==> config.mk <==
export PLATFORM = sky130hd
export DESIGN_NAME = pulse_period_reporter
export DESIGN_NICKNAME = d
export VERILOG_FILES = /design/src/rtl/pulse_period_reporter_pkg.sv /design/src/rtl/pulse_period_channel.sv /design/src/rtl/pulse_period_reporter.sv
export SDC_FILE = /design/constraint.sdc
export NUM_CORES = 1
export LEC_CHECK = 0
export BUFFER_PORTS_ARGS = -buffer_cell sky130_fd_sc_hd__buf_2
export CAP_MARGIN = 5
export CORE_MARGIN = 2
export CORE_UTILIZATION = 50
export CTS_BUF_LIST = sky130_fd_sc_hd__clkbuf_4 sky130_fd_sc_hd__clkbuf_8
export DETAILED_ROUTE_END_ITERATION = 12
export GPL_TIMING_DRIVEN = 0
export PLACE_DENSITY = 0.66
export SLEW_MARGIN = 20
export SYNTH_ARGS = -nofsm -noshare
export SYNTH_HDL_FRONTEND = slang
export SYNTH_SLANG_ARGS = --single-unit
==> constraint.sdc <==
create_clock -name clk -period 17.7 [get_ports clk]
set_input_delay 2.655 -clock clk [delete_from_list [all_inputs] [get_ports clk]]
set_output_delay 2.655 -clock clk [all_outputs]
set_load 0.03 [all_outputs]
==> src/rtl/pulse_period_reporter_pkg.sv <==
// Shared types and constants for the pulse period reporter:
// reporter states, ASCII message/command bytes and a hex digit helper.
package pulse_period_reporter_pkg;

  typedef enum logic [1:0] {
    IDLE,
    SNAP,
    SEND,
    WAIT
  } state_e;

  localparam logic [7:0] ASCII_C     = 8'h43;
  localparam logic [7:0] ASCII_COLON = 8'h3A;
  localparam logic [7:0] ASCII_CR    = 8'h0D;
  localparam logic [7:0] ASCII_LF    = 8'h0A;
  localparam logic [7:0] ASCII_P     = 8'h70;
  localparam logic [7:0] ASCII_G     = 8'h67;
  localparam logic [7:0] ASCII_ZERO  = 8'h30;

  // 0-9 map onto '0'..'9', 10-15 onto 'A'..'F'
  function automatic logic [7:0] nib2hex(input logic [3:0] nib);
    logic [7:0] res;
    if (nib < 4'd10) res = 8'h30 + {4'h0, nib};
    else res = 8'h37 + {4'h0, nib};
    return res;
  endfunction

endpackage

==> src/rtl/pulse_period_channel.sv <==
// One measured input: synchronizer, rising-edge detect, saturating
// period counter, holding register and pending/armed flags.
module pulse_period_channel
  import pulse_period_reporter_pkg::*;
#(
  parameter int CNT_W = 24
) (
  input  logic             clk,
  input  logic             rst,
  input  logic             sig_i,
  input  logic             clr_i,
  output logic             pend_o,
  output logic [CNT_W-1:0] hold_o
);

  logic             meta_q;
  logic             sync_q;
  logic             prev_q;
  logic             armed_q;
  logic             pend_q;
  logic             pend_d;
  logic [CNT_W-1:0] cnt_q;
  logic [CNT_W-1:0] cnt_d;
  logic [CNT_W-1:0] hold_q;
  logic [CNT_W-1:0] hold_d;
  logic [CNT_W:0]   inc_w;
  logic             edge_w;
  logic             latch_w;

  assign edge_w  = sync_q & ~prev_q;
  assign latch_w = edge_w & armed_q;
  assign inc_w   = {1'b0, cnt_q} + (CNT_W+1)'(1);

  always_comb begin
    cnt_d  = cnt_q;
    hold_d = hold_q;
    pend_d = pend_q;
    if (edge_w) cnt_d = '0;
    else if (!inc_w[CNT_W]) cnt_d = inc_w[CNT_W-1:0];
    if (latch_w) hold_d = inc_w[CNT_W] ? '1 : inc_w[CNT_W-1:0];
    // a fresh latch outranks the reporter's clear in the same cycle
    if (latch_w) pend_d = 1'b1;
    else if (clr_i) pend_d = 1'b0;
  end

  always_ff @(posedge clk or posedge rst) begin
    if (rst) begin
      meta_q  <= 1'b0;
      sync_q  <= 1'b0;
      prev_q  <= 1'b0;
      armed_q <= 1'b0;
      pend_q  <= 1'b0;
      cnt_q   <= '0;
      hold_q  <= '0;
    end else begin
      meta_q <= sig_i;
      sync_q <= meta_q;
      prev_q <= sync_q;
      if (edge_w) armed_q <= 1'b1;
      pend_q <= pend_d;
      cnt_q  <= cnt_d;
      hold_q <= hold_d;
    end
  end

  assign pend_o = pend_q;
  assign hold_o = hold_q;

endmodule

==> src/rtl/pulse_period_reporter.sv <==
// Measures the period of NUM_CH pulse inputs and reports each new
// period as "C<n>:<hex>\r\n" over a byte-wide serial transmitter.
module pulse_period_reporter
  import pulse_period_reporter_pkg::*;
#(
  parameter int NUM_CH = 4,
  parameter int CNT_W  = 24
) (
  input  logic              clk,
  input  logic              rst,
  input  logic [NUM_CH-1:0] sig_in,
  output logic [7:0]        tx_data,
  output logic              new_tx_data,
  input  logic              tx_busy,
  input  logic [7:0]        rx_data,
  input  logic              new_rx_data
);

  localparam int ND = CNT_W / 4;
  localparam int NB = ND + 5;
  localparam int MW = 8 * NB;
  localparam int IW = (NUM_CH > 1) ? $clog2(NUM_CH) : 1;

  logic [NUM_CH-1:0]            pend_w;
  logic [NUM_CH-1:0]            clr_w;
  logic [NUM_CH-1:0][CNT_W-1:0] hold_w;
  logic [CNT_W-1:0]             hold_sel_w;

  state_e        state_q;
  logic [IW-1:0] sel_q;
  logic [IW-1:0] rr_q;
  logic [MW-1:0] msg_q;
  logic [MW-1:0] msg_d;
  logic [3:0]    left_q;
  logic          running_q;

  logic          found_w;
  logic [IW-1:0] pick_w;

  for (genvar g = 0; g < NUM_CH; g++) begin : g_ch
    pulse_period_channel #(
      .CNT_W(CNT_W)
    ) u_ch (
      .clk   (clk),
      .rst   (rst),
      .sig_i (sig_in[g]),
      .clr_i (clr_w[g]),
      .pend_o(pend_w[g]),
      .hold_o(hold_w[g])
    );
  end

  // round-robin search, starting just after the last channel printed
  always_comb begin
    int j;
    logic [IW-1:0] jj;
    j       = 0;
    jj      = '0;
    found_w = 1'b0;
    pick_w  = '0;
    for (int i = 1; i <= NUM_CH; i++) begin
      j = int'(rr_q) + i;
      if (j >= NUM_CH) j = j - NUM_CH;
      jj = IW'(j);
      if (!found_w && pend_w[jj]) begin
        found_w = 1'b1;
        pick_w  = jj;
      end
    end
  end

  always_comb begin
    clr_w = '0;
    if (state_q == SNAP) clr_w[sel_q] = 1'b1;
  end

  assign hold_sel_w = hold_w[sel_q];

  always_comb begin
    msg_d = '0;
    msg_d[MW-1 -: 8]  = ASCII_C;
    msg_d[MW-9 -: 8]  = ASCII_ZERO + 8'(sel_q);
    msg_d[MW-17 -: 8] = ASCII_COLON;
    for (int k = 0; k < ND; k++) begin
      msg_d[MW-25-8*k -: 8] = nib2hex(hold_sel_w[CNT_W-1-4*k -: 4]);
    end
    msg_d[15:8] = ASCII_CR;
    msg_d[7:0]  = ASCII_LF;
  end

  always_ff @(posedge clk or posedge rst) begin
    if (rst) begin
      state_q   <= IDLE;
      sel_q     <= '0;
      rr_q      <= IW'(NUM_CH - 1);
      msg_q     <= '0;
      left_q    <= '0;
      running_q <= 1'b1;
    end else begin
      if (new_rx_data) begin
        if (rx_data == ASCII_P) running_q <= 1'b0;
        else if (rx_data == ASCII_G) running_q <= 1'b1;
      end
      unique case (state_q)
        IDLE: begin
          if (running_q && found_w) begin
            sel_q   <= pick_w;
            state_q <= SNAP;
          end
        end
        SNAP: begin
          msg_q   <= msg_d;
          left_q  <= 4'(NB);
          rr_q    <= sel_q;
          state_q <= SEND;
        end
        SEND: begin
          if (!tx_busy) begin
            msg_q   <= {msg_q[MW-9:0], 8'h00};
            left_q  <= left_q - 4'd1;
            state_q <= WAIT;
          end
        end
        WAIT: begin
          if (left_q == 4'd0) state_q <= IDLE;
          else if (!tx_busy) state_q <= SEND;
        end
        default: state_q <= IDLE;
      endcase
    end
  end

  // the strobe is gated by tx_busy so it can never overlap a busy cycle
  assign tx_data     = msg_q[MW-1 -: 8];
  assign new_tx_data = (state_q == SEND) && !tx_busy;

endmodule

# Word-level counts from Yosys, hierarchy flattened
# Index checks and enable logic that the tools add are counted.
[classes]
n_addsub = 26
eq_ne = 12
mul = 0
n_shift = 0
reduce_logical = 22
n_div = 0
bitwise_logic = 12
n_mux = 62
n_lt_le_gt_ge = 16
[ops]
columns = ["operator", "count"]
rows = [
  ["two-way mux 24 bit", 13],
  ["case mux 88 bit (2 select lines)", 1],
  ["adder 24 x 1 -> 25 bit, second input constant", 4],
  ["two-way mux 88 bit", 1],
  ["adder 6 x 4 -> 7 bit, first input constant", 12],
  ["binary-select mux 24 bit (select 2 bit)", 1],
  ["two-way mux 7 bit", 6],
  ["< comparator 4 bit, second input constant", 6],
  ["two-way mux 2 bit", 12],
  ["two-way mux 1 bit", 19],
  ["equality test 8 x 7 -> 1 bit, second input constant", 2],
  ["< comparator 2 x 3 -> 1 bit, second input constant", 5],
  ["!= test 2 bit, second input constant", 6],
  ["nonzero test 2 bit", 6],
  ["greater-or-equal comparator 3 bit, second input constant", 3],
  ["AND 1 bit", 8],
  ["binary-select mux 1 bit (select 2 bit)", 4],
  ["two-way mux 4 bit", 2],
  ["case mux 2 bit (4 select lines)", 1],
  ["case mux 4 bit (2 select lines)", 1],
  ["subtractor 2 x 1 -> 2 bit, second input constant", 4],
  ["adder 6 x 2 -> 7 bit, first input constant", 1],
  ["adder 2 x 2 -> 3 bit, second input constant", 2],
  ["logical AND 1 bit", 6],
  ["15 further kinds", 24],
]
[word_totals]
in_bits = 16
ramBits = 0
latchBits = 0
ff_bits = 311
output_inout_bits = 9
memories = 0
elab_cells = 184
mem_bits_ro = 0

# Longest topological paths before layout
# Gate-level depths: netlist of the first run.
[depth]
ltp_word = 18
ltp_mapped = 11
depth_no_buf = 8

# Hierarchy
# Synthesis of the first run repeated with hierarchy kept, for this count alone.
[unflattened]
cells_unflattened = 1431
hier_area_um2 = 13799.5
[by_module_without_submodules]
columns = ["mod", "seq_area_each_um2", "area_per_inst_um2", "n_inst", "cells_per_inst"]
rows = [
  ["pulse_period_channel at g_ch[1].u_ch ...", 1326.3, 2304.7, 3, 234],
  ["pulse_period_reporter", 1930.6, 4596.9, 1, 499],
  ["pulse_period_channel at g_ch[0].u_ch", 1326.3, 2288.4, 1, 230],
]

# Worst setup path after synthesis of the first run
# Ideal clock, no wire load.
[synth_timing]
path_kind = "in2out"
from = "in tx_busy"
to = "out new_tx_data"
path_buffers = 3
arrival_time_ps = 3633
required_time_ps = 15045
cell_stages = 6
path_slack_ps = 11412
cell_sequence = "nand2b_1 -> buf_2 -> or2_1 -> buf_2 -> inv_2 -> buf_2"
[synth_via]
elab_chain_len = 2
[synth_lines]
columns = ["element", "line", "rtl"]
rows = [
  ["from (decl)", "pulse_period_reporter.sv:14", "input logic tx_busy,"],
  ["logical NOT 1 bit", "pulse_period_reporter.sv:135", "assign new_tx_data = (state_q == SEND) && !tx_busy;"],
  ["logical AND 1 bit", "pulse_period_reporter.sv:135", ""],
  ["to (decl)", "pulse_period_reporter.sv:13", "output logic new_tx_data,"],
]
# Every way passes these cells.

# Worst setup path in the final report of the first run
# Ends and elaborated chain as after synthesis.

==> key figures, run 1 <==
Status
  • Status: complete, no violations

Worst setup path
  • Crit-path max FO: 10
  • Levels on crit path: 8
  • Top delay family on crit path: buffers and inverters
  • R2r worst-path depth: 10
  • Most used cell, CP: buf_2
  • Crit-path slowest cell: buf_2
  • CP Cell Sequence: buf_2 > nand2b_1 > buf_2 > or2_1 > buf_2 > inv_2 > buf_2 > buf_2
  • Nature of the critical path endpoint: primary output
  • Type of the worst setup path: in2out
  • Worst EP required: 15050 ps
  • Worst Path Arrival: 4200 ps
  • Max incr delay on CP: 300 ps
  • Number of buffers and inverters on the critical path: 6
  • Reg2Reg Setup Slack: 15150 ps
  • Startpoint types: primary input

Synth
  • Post-Synthesis Cell Area: 0.0137 mm2
  • Sequential share of the synthesized area: 52.6%
  • Ys async rst share: 100%
  • Syn_nets: 1446
  • Number of enable flip-flop cells after synthesis: 0
  • Mapped Cells: 1418
  • Dominant cell type by area after synthesis: dfrtp_1
  • Synth warnings: 0
  • Synth area leaders: dfrtp_1 52%, nand2_1 6.0%, nor2_1 5.4%
  • Netlist cell types: 66
  • Most common cell in the synthesized netlist: dfrtp_1
  • Area fraction of the dominant cell type after synthesis: 52.1%
  • Avg Cell Area, Syn: 9.69 um2
  • #FFs+latches synth: 289
  • Ys flop type: dfrtp_1
  • Post-synth top cells: 286 x dfrtp_1, 218 x nand2_1, 198 x nor2_1

Routing
  • DRC viols: 0
  • First-pass iteration count of the detailed router: 5
  • Vias: 10700
  • Via-to-Cell Ratio: 5.70
  • Post-route ant nets: 0
  • DR WL/cell: 18.5 um
  • Starting DRC count in detailed routing: 991
  • DRT Wirelength: 34600 um

Finish
  • Multi-input gate area: 0.00596 mm2
  • Number of fill cells: 2370
  • Final core occ: 57.2%
  • Area grow syn2layout: 12.1%
  • FF+latch area: 0.00724 mm2
  • Post-layout nets: 1521
  • Antenna Cells: 0
  • Layout cells sized above 1: 12.5%

STA
  • Final TNS setup: 0 ps
  • Fmax: 0.146 GHz
  • Final Hold Viols: 0
  • Final Critical Period: 6850 ps
  • Fin. max-slew vios: 0
  • Clock skew: 18.0 ps
  • Worst-margin pin slew: 696 ps
  • Setup violations, final: 0
  • Tcrit/Tclk final: 38.7%
  • Unrepaired setup endpoints after global routing: no
  • Slew HR: 53.0%
  • Final setup margin: 10850 ps

Power and ir drop
  • Pwr/cell area: 120 mW/mm2
  • Max VDD drop: 0.0000594 V
  • Cell leakage power: 7.03 nW

Worst hold path
  • Hold Crit Class: reg2reg
  • Hold depth: 0

Floorplanning
  • Die ar.: 0.0288 mm2
  • Die H: 170 um
  • IO Pins: 25
  • Die Width: 170 um
  • Initial Util: 51.0%
  • Row count: 60
  • Core box area: 0.0270 mm2

CTS
  • H-Tree Depth: 2
  • CTS Hold Bufs: 0
  • CTS Buf Count: 48
  • Post-CTS Setup Bufs: 0
  • Clock buffer depth: 3
  • CTS tree: built
  • Clock sink total: 289
  • Clk_lat worst skew: 580 ps
  • Clock Tree Root: clkbuf_8
  • CTS resizes: 0
  • Clock transition at the registers of the reported paths: 50 ps

Placed design
  • Port Buf Inserts: 23
  • Detailed Place HPWL: 24900 um
  • DP Worst Slack: 10870 ps
  • GP Congestion: 0.898

GRT
  • First-pass GRT wire length: 56200 um
  • Total gr overflow: 0
  • Largest net degree at the start of global routing: 105
  • Initial antenna violation count: 1
  • Vias in the first global route: 10400
  • Total track usage: 25.0%

Run
  • # Max-Cap Violations: 0
==> cells in the final DEF, fill, tap and decap left out, types with 18 or more instances in the layout <==
master and count:
a21oi_1 73, a31oi_1 28, buf_2 40, clkbuf_1 48, clkbuf_8 64, dfrtp_1 286
inv_1 34, mux4_1 18, nand2_1 218, nand3_1 55, nand4_1 19, nor2_1 198
nor3_1 34, o21ai_0 99, xnor2_1 38, xor2_1 40
==> where the power goes <==
| group | switching (mW) | internal [mW] | total, mW |
|---|---|---|---|
| registers | 0.0825 | 0.766 | 0.848 |
| clock network | 0.271 | 0.365 | 0.636 |
| logic | 0.232 | 0.131 | 0.363 |
==> layout make-up <==
cell class	count	area share (%)
Buffer	82	2.69
Multi-Input combinational cell	1011	38.7
Clock buffer	78	6.36
Clock inverter	10	0.520
Timing Repair Buffer	25	1.10
Tap cell	341	2.77
Sequential cell	289	47.0
Inverter	36	0.926
==> metal layers <==
layer	wire length (um)	vias up	track usage, %
met4	1330	0	10.0
li1	-	5074	-
met5	0	-	0
met1	15100	5174	33.6
met3	2020	97	4.50
met2	16100	324	40.4
==> through the flow <==
| stage | instance area (um2) | total power, mW | std cells | hold WS [ps] |
|---|---|---|---|---|
| 3_5_place_dp | 14300 | 1.22 | 1784 | 337 |
| 2_1_floorplan | 13700 | 1.10 | 1418 | 331 |
| 5_1_grt | 15400 | 1.95 | 1872 | 357 |
| 3_3_place_gp | 14300 | 1.20 | 1782 | 332 |
| 6_report | 15400 | 1.85 | 1872 | 348 |
| 4_1_cts | 15400 | 1.86 | 1872 | 350 |
==> final timing paths <==
check | start | to
min in group asynchronous | rst | g_ch[1].u_ch.armed_q
worst max-delay path | tx_busy | new_tx_data
max in group asynchronous | rst | g_ch[0].u_ch.armed_q
worst max register to register | sel_q[0] | msg_q[44]
worst min register to register | g_ch[2].u_ch.meta_q | g_ch[2].u_ch.sync_q
worst min-delay path | g_ch[2].u_ch.meta_q | g_ch[2].u_ch.sync_q
==> logic make-up (layout without fill, tap and decap cells) <==
kind of cell / Yosys count / after routing / share of synthesized area, %
flip-flops: 289 / 289 / 52.6
AND/OR/NAND/NOR: 609 / 609 / 20.4
other: 1 / 1 / 0.0273
buffers and inverters: 118 / 231 / 4.00
XOR/XNOR: 78 / 78 / 4.97
multiplexers: 41 / 41 / 5.70
AO/OA/AOI/OAI: 270 / 270 / 11.2
adder cells (fa/ha/maj): 12 / 12 / 1.09
==> state kept, by name (all words and copies together) (netlist names), 4 cells and up <==
register	flops
g_ch.u_ch.cnt_q	96
g_ch.u_ch.hold_o	96
msg_q	66
g_ch.u_ch.armed_q	4
g_ch.u_ch.meta_q	4
g_ch.u_ch.pend_o	4
g_ch.u_ch.prev_q	4
g_ch.u_ch.sync_q	4
left_q	4
Note: power is estimated with default switching activity, not from simulation.
==> run 2: changes to the inputs <==
- PLACE_DENSITY: 0.66 -> 0.68
- clock period: 17.7 -> 6.1 ns (I/O delays scaled with it)
==> key figures, run 2 (synthesis results as in run 1) <==
Power and ir drop
  • Pwr/cell area: 345 mW/mm2
  • Total chip power: 5.37 mW
  • Max VDD drop: 0.000185 V
  • Cell leakage power: 7.09 nW

Worst setup path
  • Startpoint types: primary input
  • FF-to-FF Start: sel_q[1]
  • Type of the worst setup path: in2out
  • Reg2Reg Setup Slack: 3600 ps
  • Crit path launch: tx_busy
  • Worst Path Arrival: 2410 ps
  • Nature of the critical path endpoint: primary output
  • Worst EP required: 5180 ps
  • Reg-to-Reg End: msg_q[58]
  • Crit-path max FO: 10
  • R2r worst-path depth: 9

CTS
  • Clk_lat worst skew: 580 ps
  • H-Tree Depth: 2
  • Clock buffer depth: 3
  • CTS resizes: 0
  • Post-CTS Setup Bufs: 0
  • CTS Buf Count: 49
  • Clock Tree Root: clkbuf_8
  • CTS Hold Bufs: 0
  • CTS tree: built
  • Clock sink total: 289
  • Clock transition at the registers of the reported paths: 50 ps

Finish
  • Multi-input gate area: 0.00596 mm2
  • Post-layout nets: 1529
  • Layout cells sized above 1: 12.9%
  • FF+latch area: 0.00724 mm2
  • Commonest non-fill, non-tap cell in the layout: dfrtp_1
  • Most frequent cells in the layout: 286 x dfrtp_1, 218 x nand2_1, 198 x nor2_1
  • Post-route cell area: 0.0155 mm2
  • Area grow syn2layout: 13.1%
  • Number of fill cells: 2303

Worst hold path
  • Hold Crit Class: reg2reg
  • Hold Path End: g_ch[0].u_ch.sync_q
  • Worst hold start: g_ch[0].u_ch.meta_q
  • Hold depth: 0

Routing
  • First-pass iteration count of the detailed router: 6
  • DRT Wirelength: 34100 um
  • Via-to-Cell Ratio: 5.65
  • Vias: 10600
  • Starting DRC count in detailed routing: 864
  • DRC viols: 0
  • Post-route ant nets: 0
  • DR WL/cell: 18.1 um

Floorplanning
  • Die H: 170 um
  • Die ar.: 0.0288 mm2
  • Row count: 60
  • IO Pins: 25
  • Initial Util: 51.0%
  • Core box area: 0.0270 mm2
  • Die Width: 170 um

Run
  • # Max-Cap Violations: 0

Placed design
  • Detailed Place HPWL: 25300 um
  • GP Congestion: 0.882
  • Port Buf Inserts: 23
  • Placed cell area: 0.0145 mm2

GRT
  • Vias in the first global route: 10100
  • Total gr overflow: 0
  • Total track usage: 24.7%
  • Initial antenna violation count: 1
  • First-pass GRT wire length: 55400 um
  • Largest net degree at the start of global routing: 35

STA
  • Final Hold Viols: 0
  • Setup violations, final: 0
  • Worst Hold Margin: 347 ps
  • Fin. max-slew vios: 0
  • Slew HR: 53.0%
  • Fmax: 0.301 GHz
  • Unrepaired setup endpoints after global routing: no
  • Worst-margin pin slew: 696 ps
  • Clock skew: 28.2 ps
  • Final Critical Period: 3320 ps
  • Tcrit/Tclk final: 54.4%

Status
  • Status: complete, no violations
run 2: cell types whose count changed in the layout (fill, tap and decap cells not counted), sizes merged:
cell,previous run,this run
clkbuf,127,124
bufinv,1,2
clkinv,7,9
buf,58,65
inv,36,35
clkinvlp,2,3
diode,0,1
run 2: cell type report:
class / count / share of cell area (%)
Multi-Input combinational cell: 1011 / 38.3
Clock inverter: 13 / 0.772
Sequential cell: 289 / 46.5
Inverter: 36 / 0.893
Buffer: 82 / 2.66
Clock buffer: 75 / 6.16
Tap cell: 341 / 2.74
Timing Repair Buffer: 32 / 1.90
Antenna cell: 1 / 0.0161
run 2: worst max path at each step:
stage | endpoint | slack (ps)
3_3_place_gp | g_ch[0].u_ch.meta_q | -370
5_1_grt | new_tx_data | 2690
2_1_floorplan | g_ch[0].u_ch.armed_q | 1350
4_1_cts | new_tx_data | 2770
3_5_place_dp | new_tx_data | 2770
6_report | new_tx_data | 2780
run 2: worst max-delay path: stages:
cell and delay (ps):
buf_2 120, nand2b_1 130, buf_2 190, or2_1 210, buf_2 170, inv_2 130, buf_2 280, buf_2 250
run 2: metal layers:
metal	global-route usage, %	vias to the layer above	part of all wire, %
met2	40.1	264	48
li1	-	5092	-
met5	0	-	0
met3	4.64	61	5.6
met4	8.21	0	2.9
met1	33.7	5201	44
run 2: power breakdown:
group / internal, mW / switching, mW
Clock: 1.08 / 0.785
Combinational: 0.387 / 0.659
Sequential: 2.22 / 0.234
run 2: metrics by stage:
step	setup WS [ps]	utilization (%)	instances	setup TNS (ps)
after floorplan	1350	-	1418	0
after CTS	2770	57.7	1879	0
after detailed placement	2770	53.7	1791	0
final	2780	57.7	1880	0
after global routing	2690	57.7	1879	0
after global placement	-369	53.0	1782	-94170
==> run 3: changes to the inputs <==
- PLACE_DENSITY: 0.68 -> 0.66
- clock period: 6.1 -> 3.3 ns (I/O delays scaled with it)
==> key figures, run 3 (synthesis results as in run 1) <==
Status
  • Status: complete, no violations

Floorplanning
  • Row count: 60
  • Initial Util: 51.0%
  • Die ar.: 0.0288 mm2
  • IO Pins: 25
  • Core box area: 0.0270 mm2
  • Die Width: 170 um
  • Die H: 170 um

CTS
  • Clock sink total: 289
  • CTS Buf Count: 47
  • CTS tree: built
  • Clk_lat worst skew: 570 ps
  • H-Tree Depth: 2
  • Clock buffer depth: 3
  • Clock Tree Root: clkbuf_8
  • Clock transition at the registers of the reported paths: 60 ps

GRT
  • Largest net degree at the start of global routing: 35
  • Total gr overflow: 0
  • Vias in the first global route: 10300
  • Initial antenna violation count: 0
  • GR met1 Demand/Resource: 34.4%
  • Most used routing layer: met2
  • Met3 GRT Util: 4.50%
  • Total track usage: 25.1%
  • Met2 Use GR: 40.4%
  • First-pass GRT wire length: 56200 um

STA
  • Fin. max-slew vios: 0
  • Unrepaired setup endpoints after global routing: no
  • Final setup margin: 462 ps
  • Clock skew: 30.5 ps
  • Fmax: 0.352 GHz
  • Setup violations, final: 0
  • Final Hold Viols: 0
  • Final Critical Period: 2840 ps
  • Worst-margin pin slew: 693 ps
  • Tcrit/Tclk final: 86.0%
  • Slew HR: 53.8%

Routing
  • Via-to-Cell Ratio: 5.73
  • DR WL/cell: 18.5 um
  • DRT Wirelength: 34800 um
  • First-pass iteration count of the detailed router: 8
  • Vias: 10700
  • Post-route ant nets: 0
  • DRC viols: 0
  • Starting DRC count in detailed routing: 904

Worst hold path
  • Hold Crit Class: in2reg

Finish
  • Multi-input gate area: 0.00596 mm2
  • Most frequent cells in the layout: 286 x dfrtp_1, 218 x nand2_1, 198 x nor2_1
  • Layout cells sized above 1: 12.6%
  • Final core occ: 57.5%
  • Post-route insts no fill: 1876
  • Commonest non-fill, non-tap cell in the layout: dfrtp_1
  • FF+latch area: 0.00724 mm2
  • Number of fill cells: 2372
  • Post-route cell area: 0.0155 mm2
  • Area grow syn2layout: 12.7%
  • Post-layout nets: 1530

Power and ir drop
  • Pwr/cell area: 625 mW/mm2
  • Cell leakage power: 7.06 nW
  • Max VDD drop: 0.000298 V
  • Total chip power: 9.68 mW

Worst setup path
  • Startpoint types: register
  • Worst EP required: 2800 ps
  • Type of the worst setup path: reg2out
  • Crit-path max FO: 10
  • Nature of the critical path endpoint: primary output
  • Worst Path Arrival: 2340 ps

Placed design
  • Dpl cells: 1792
  • Placed cell area: 0.0145 mm2
  • Port Buf Inserts: 23
  • Detailed Place HPWL: 25800 um
  • DP Worst Slack: 790 ps
  • GP Congestion: 0.915

Run
  • # Max-Cap Violations: 0
[run 3: per-stage QoR]
stage | hold WS (ps) | setup TNS, ps
floorplan | 331 | -293370
global placement | 333 | -782320
detailed placement | 336 | 0
CTS | 9.01 | 0
global route | 9.76 | 0
finish | 34.3 | 0
[run 3: power breakdown]
group	switching, mW	internal (mW)
registers	0.430	4.11
clock network	1.39	1.80
logic	1.23	0.721
[run 3: per-layer routing]
layer / vias up / part of all wire [%] / routed length (um)
li1: 5082 / - / -
met5: - / 0 / 0
met3: 67 / 5.7 / 1970
met4: 0 / 3.0 / 1040
met2: 309 / 47 / 16500
met1: 5286 / 44 / 15300
[run 3: final cells by class]
class | count | share of cell area, %
Sequential cell | 289 | 46.7
Antenna cell | 1 | 0.0161
Clock inverter | 4 | 0.129
Buffer | 82 | 2.67
Multi-Input combinational cell | 1011 | 38.5
Inverter | 36 | 0.896
Tap cell | 341 | 2.75
Timing Repair Buffer | 35 | 2.26
Clock buffer | 77 | 6.11
[run 3: worst max-delay path: stages (launching register included)]
cell      delay, ps
dfrtp_1         440
nand2b_1         70
buf_2           190
or2_1           220
buf_2           180
inv_2           150
buf_2           280
buf_2           250
[run 3: path summary, 6_finish.rpt]
path | to | start | cells after the start | slack (ps)
worst min-delay path | g_ch[1].u_ch.meta_q | sig_in[1] | 1 | 30
min in group asynchronous | g_ch[1].u_ch.sync_q | rst | 3 | 510
worst min register to register | g_ch[3].u_ch.sync_q | g_ch[3].u_ch.meta_q | 0 | 340
max in group asynchronous | g_ch[2].u_ch.hold_o[22] | rst | 7 | 1650
worst max register to register | msg_q[36] | sel_q[0] | 10 | 760
worst max-delay path | new_tx_data | state_q[1] | 7 | 460
[run 3: what timing repair did]
action                                 CTS  global route
gates resized for setup                  0             0
hold buffers                             2             0
endpoints found under the hold margin   17             0
setup buffers                            0             0
